<file path="src/rtl/activation_addr_gen.sv">
// Converts per-neuron signed accumulator sums into saturated activation LUT
// addresses, one neuron slot at a time, through a two-stage issue/write pipe.
module activation_addr_gen #(
    parameter int max_neurons   = 8,
    parameter int sum_width     = 24,
    parameter int lut_addr_size = 10,
    parameter int sum_shift     = 8
) (
    input  logic                                 clk,
    input  logic                                 rst,
    input  logic                                 start,
    input  logic [$clog2(max_neurons):0]         neuron_count,
    input  logic [sum_width*max_neurons-1:0]     sums,
    input  logic [max_neurons-1:0]               sums_valid,
    output logic [lut_addr_size*max_neurons-1:0] addr,
    output logic [max_neurons-1:0]               valid_addr,
    output logic                                 busy,
    output logic                                 done
);

    localparam int CW = $clog2(max_neurons) + 1;
    localparam int PW = (max_neurons > 1) ? $clog2(max_neurons) : 1;
    localparam logic signed [sum_width:0] OFFSET = (sum_width + 1)'(2 ** (lut_addr_size - 1));
    localparam logic signed [sum_width:0] MAXA   = (sum_width + 1)'(2 ** lut_addr_size - 1);

    typedef enum logic [1:0] {IDLE, SCAN, DONE} state_t;

    state_t                        state, next_state;
    logic [CW-1:0]                 n_reg, n_start;
    logic [PW-1:0]                 pos;
    logic [max_neurons-1:0]        pending, active_mask;
    logic                          s1_valid;
    logic signed [sum_width-1:0]   s1_sum;
    logic [PW-1:0]                 s1_pos;
    logic                          issue, all_written;
    logic signed [sum_width:0]     s_ext, a_full;
    logic [lut_addr_size-1:0]      a_sat;

    assign n_start = (neuron_count > CW'(max_neurons)) ? CW'(max_neurons) : neuron_count;

    always_comb begin
        active_mask = '0;
        for (int i = 0; i < max_neurons; i++)
            active_mask[i] = (CW'(i) < n_reg);
    end

    assign issue       = (state == SCAN) && sums_valid[pos] && !valid_addr[pos] && !pending[pos];
    assign all_written = ((valid_addr & active_mask) == active_mask);

    // Saturating conversion at one extra bit of precision so the offset never wraps
    always_comb begin
        s_ext  = {s1_sum[sum_width-1], s1_sum};
        a_full = (s_ext >>> sum_shift) + OFFSET;
        if (a_full[sum_width])
            a_sat = '0;
        else if (a_full > MAXA)
            a_sat = '1;
        else
            a_sat = a_full[lut_addr_size-1:0];
    end

    always_ff @(posedge clk) begin
        if (rst)
            state <= IDLE;
        else
            state <= next_state;
    end

    // start overrides everything; an empty layer completes immediately
    always_comb begin
        next_state = state;
        busy       = (state == SCAN);
        done       = (state == DONE);
        if (start)
            next_state = (n_start == '0) ? DONE : SCAN;
        else if (state == SCAN && all_written)
            next_state = DONE;
    end

    always_ff @(posedge clk) begin
        if (rst) begin
            addr       <= '0;
            valid_addr <= '0;
            pending    <= '0;
            s1_valid   <= 1'b0;
            s1_sum     <= '0;
            s1_pos     <= '0;
            pos        <= '0;
            n_reg      <= '0;
        end else if (start) begin
            valid_addr <= '0;
            pending    <= '0;
            s1_valid   <= 1'b0;
            pos        <= '0;
            n_reg      <= n_start;
        end else begin
            if (s1_valid) begin
                addr[s1_pos*lut_addr_size +: lut_addr_size] <= a_sat;
                valid_addr[s1_pos] <= 1'b1;
                pending[s1_pos]    <= 1'b0;
            end
            s1_valid <= issue;
            if (issue) begin
                s1_sum       <= sums[pos*sum_width +: sum_width];
                s1_pos       <= pos;
                pending[pos] <= 1'b1;
            end
            if (state == SCAN)
                pos <= (pos == PW'(n_reg - CW'(1))) ? '0 : pos + PW'(1);
        end
    end

endmodule

</file>
<file path="config.mk">
export PLATFORM = sky130hd
export DESIGN_NAME = activation_addr_gen
export DESIGN_NICKNAME = d
export VERILOG_FILES = /design/src/rtl/activation_addr_gen.sv
export SDC_FILE = /design/constraint.sdc
export NUM_CORES = 1
export LEC_CHECK = 0
export BUFFER_PORTS_ARGS = -buffer_cell sky130_fd_sc_hd__buf_4
export CORE_ASPECT_RATIO = 0.75
export CORE_MARGIN = 2
export CORE_UTILIZATION = 55
export DETAILED_ROUTE_END_ITERATION = 6
export PLACE_DENSITY = 0.95
export SYNTH_ARGS = -nofsm -noshare
export SYNTH_HDL_FRONTEND = slang
export SYNTH_SLANG_ARGS = --single-unit
export TNS_END_PERCENT = 100
</file>
<file path="constraint.sdc">
create_clock -name clk -period 5.3 [get_ports clk]
set_input_delay 0.53 -clock clk [delete_from_list [all_inputs] [get_ports clk]]
set_output_delay 0.53 -clock clk [all_outputs]
set_load 0.01 [all_outputs]
</file>
Word level (Yosys, flattened, before mapping)
Cells that the tools add are included.
W data, S select, Z words.
Storage, ports and cells
  register bits: 133
Cells by class
  muxes and demuxes: 22
  shift-type cells: 3
  bitwise logic cells: 6
  equal/unequal tests: 4
  $mul: 2
  add/subtract/negate cells: 4
  reductions and logical operators: 13
  magnitude comparators: 14
Operator list (count)
  $shiftx A192 B9 Y24: 1
  $bwmux W80: 1
  $shift A10 B34 Y80 const A: 1
  $shiftx A10 B34 Y80: 1
  $neg A7 Y34: 1
  $mux W8: 4
  $mux W10: 2
  $add A16 B11 Y17 const B: 1
  $gt A17 B11 Y1 const B: 1
  $and A8 B8 Y8: 2
  $lt A3 B4 Y1 const A: 4
  $or A8 B8 Y8: 2
  $bmux W1 S3: 3
  $eq A8 B8 Y1: 1
  $lt A1 B4 Y1 const A: 2
  $lt A2 B4 Y1 const A: 2
  $lt A3 B4 Y1 const B: 2
  $not A8 Y8: 1
  $demux W1 S3: 2
  $ge A3 B1 Y1 const B: 2
  $logic_and A1 B1 Y1: 6
  $mul A3 B3 Y6 const B: 1
  $mux W2: 3
  $mul A3 B2 Y5 const B: 1
  15 further kinds: 21

Depth between registers and ports, before layout
  depth in word-level cells: 11
  gate-level depth with buffers: 15
  gate-level depth less buffers: 12

Worst setup path before layout
No wires, ideal clock.
  kind: reg-to-reg
  from: register s1_pos[0]
  to: register addr[73]
  cell stages (with the launch flop): 15
  buffers on the path: 2
  setup slack: 1961 ps
  setup time: 133 ps
  period minus slack after synthesis: 3339 ps
  arrival time: 3206 ps
  cell sequence: dfxtp_1 > ha_1 > ha_1 > inv_1 > ha_1 > buf_2 > nor2_1 > ha_1 > clkbuf_1 > nand2b_1 > or3_1 > nor3_4 > nand2_1 > a221oi_1 > a311oi_1
Between the ends
  cells in the longest elaborated chain, start to end: 4
  elaborated cells on any way between the ends: 5
  classes of those cells: 1 x add/sub; 1 x mul; 2 x shift; 1 x mux
RTL lines
  start, declared: line 34  | logic [PW-1:0] s1_pos;
  start signal, assigned: line 105  | s1_pos <= pos;
  $mul A3 B3 Y6 *: line 98  | addr[s1_pos*lut_addr_size +: lut_addr_size] <= a_sat;
  $neg A7 Y34 *: line 98
  $shiftx A10 B34 Y80 / $shift A10 B34 Y80 (equally long branches): line 98
  $bwmux W80 *: line 98
  end signal, assigned by index: line 98
  end, declared: line 15  | output logic [lut_addr_size*max_neurons-1:0] addr,
Mark *: on every way between the ends. The rest lies on a longest branch, timed or not.
A chain may end at the register's enable or synchronous reset.

Final worst setup path
  from: register s1_pos[2]
  to: register addr[60]
The elaborated chain is that of the path after synthesis.

==> out/qor.csv <==
metric,value,unit
fmax,0.2385,GHz
status,finished clean,
synth-xor-area-share,1.394,%
grt_pass1_vias,8640,
post_cts_buffers,0,
power_density,224.1,nW/µm²
clock_path_buffers,2,
worst-endpoint-arrival,4.53,ns
clkPwrFrac,47.4,%
ant_nets,0,
worstSetupEndpointType,register,
critPathTopFamily,simple AND/OR/NAND/NOR gates,
grt_max_degree,59,
port_buffers,232,
nets,1428,
drive_gt1_share,27.99,%
combPwrFrac,11.9,%
seq_area_frac_synth,30.63,%
yosys_warnings,0,
cp.required,5.63,ns
root_buffer,clkbuf_16,
synth_top_family_by_area,compound AO/OA/AOI/OAI gates,
io_pins,297,
synth-simple-area-share,22.38,%
cts_tree,done,
syn_inst,1015,
fp.dieH,109.5,µm
synth_common_cells,"dfxtp_1 (125), nor2_1 (117), nand2_1 (85)",
seqPwrFrac,40.7,%
numCtsBuffers,17,
critical-path-max-stage-delay,0.64,ns
antenna_found_initial,0,
fin_util,72.72,%
p_sw_share,26.52,%
gp_congestion,1.031,
synth-compound-area-share,27.39,%
crit_slowest_cell,nor3_1,
leakagePower,4.158,nW
postCtsHoldBufs,0,
vias,9398,
startpoint_type,register,
synth_top_flop_cell,dfxtp_1,
hold_viol,0,
area_growth,29.09,%
cp_num_buf_inv,0,
ys_seq_elements,125,
synthArstFlopShare,0,%
hold_class,input port to register,
clk_latency,0.43,ns
rsz0062_at_grt,false,
min_period,4.193,ns
synth.largest_area_cell,dfxtp_1,
slew_violations,0,
cts_resized,0,
diodes,0,
via_per_inst,6.609,
gr-total-overflow,0,
final_cells,1422,
grt_pass1_wl,48.86,mm
die_x,144.7,µm
core_area,14500,µm²
grt_use_total,40.91,%
finalClockSkew,0.008729,ns
cts_max_level,4,
firstDrtPassIters,6,
cts_sinks,125,
cap_viol_max_count,0,
avgSynthCellArea,8.048,µm²
worst_slew_pin_slew,1.279,ns
switching_power,0.6267,mW
reg_top3,"addr x80, s1_sum x16",
synth_top_cell_area_share,30.63,%
dp_hpwl,24.42,mm
synth.mux.area_fraction,11.23,%
p_int,1.736,mW
netlist_area,8169,µm²
synth_edf_count,0,
wl_per_cell,22.57,µm
fin_crit_sh,79.11,%
crit_fanout,19,
regMostFlops,addr,
synthAdderAreaFrac,1.838,%
maxSlewHeadroom,14.04,%
first_iter_violations,1159,
drt-total-wl,32.09,mm
yosysMostFrequentCell,dfxtp_1,
start_util,56.33,%
dp_cells,1390,
ys_top_cells_by_area,"dfxtp_1 (31%), nor2_1 (5.4%), mux4_2 (5.2%)",
largest_reg_flops,80,
synth.distinct_cells,81,
ir_worst_vdd,0.1848,mV
clk_pin_slew_worst_paths,0.06,ns
dieArea,15850,µm²
crit_chain,ha_1 -> or4_4 -> nor2_1 -> ha_1 -> nand2b_1 -> nor3_1 -> nand2_1 -> nor3_1 -> nor2_1 -> a211oi_1,
setup_viol,0,
drc_errors,0,
synth_fp_nets,1234,
fin_tns_setup,0,ns
path_class,register to register,
rows,38,
kinds of logic after synthesis:
family                     count (synthesis)
buffers and inverters                     98
adders and majority gates                 12
AOI/OAI and AO/OA                        327
xor gates and xnor gates                  13
DFF                                      125
muxes                                     66
and+or+nand+nor                          374
per-stage QoR:
stage,power [mW],hold slack [ns],instance area [µm²],setup slack (ns)
floorplan,1.117,0.4356,8169,1.961
global placement,1.250,0.4444,9985,1.306
detailed placement,1.254,0.4503,9985,1.215
CTS,2.346,0.3966,10550,1.207
global route,2.418,0.4277,10550,0.8642
finish,2.363,0.3990,10550,1.107
layout by cell type (no fill, tap or decap), types with 12 or more instances in the layout:
cell       count
nor3_1        49
mux2i_1       32
nor2_1       117
nor2b_1       15
clkbuf_16     17
ha_1          12
a22oi_1       14
a31oi_1       27
o22ai_1       12
a311oi_1      18
a21oi_1       73
nand3_1       28
buf_4        248
and2_1        15
dfxtp_1      122
o21ai_0       55
a211oi_1      32
nand2_1       85
inv_1         23
o211ai_1      20
mux2_2        14
mux4_2        19
per-layer routing:
metal	wire length (µm)	vias to the layer above	track usage [%]
met3	3979	87	11.76
met5	0	-	0
met1	13190	4400	56.59
met4	840	0	11.58
met2	14090	701	62.59
li1	-	4210	-
tightest hold or removal path: cells and delay by family:
| family | cells | cell delay [ns] |
|---|---|---|
| simple gates | 1 | 0.08 |
| buf+inv | 1 | 0.11 |
| mux | 1 | 0.07 |
worst paths after layout:
path / from / end / slack [ns] / depth (start not counted)
worst max-delay path: s1_pos[2] / addr[60] / 1.11 / 10
worst min-delay path: neuron_count[3] / n_reg[3] / 0.40 / 3
worst max register to register: s1_pos[2] / addr[60] / 1.11 / 10
worst min register to register: pending[1] / pending[1] / 0.47 / 2
layout make-up:
cell class / instances / area (µm²)
flip-flops and latches: 125 / 2506
inverters: 25 / 93.84
clock inverters: 13 / 117.6
multi-input cells: 792 / 5273
well taps: 200 / 250.2
repair buffers: 248 / 1862
fillers: 1102 / 3956
clock buffers: 19 / 442.9
power groups by stage:
stage	registers, mW	clock network (mW)	logic [mW]
floorplan	0.975	0	0.142
CTS	0.961	1.11	0.274
finish	0.962	1.12	0.282
global route	0.962	1.16	0.298
detailed placement	0.981	0	0.273
global placement	0.981	0	0.269
No activity file was read; power rests on OpenSTA's default activity.
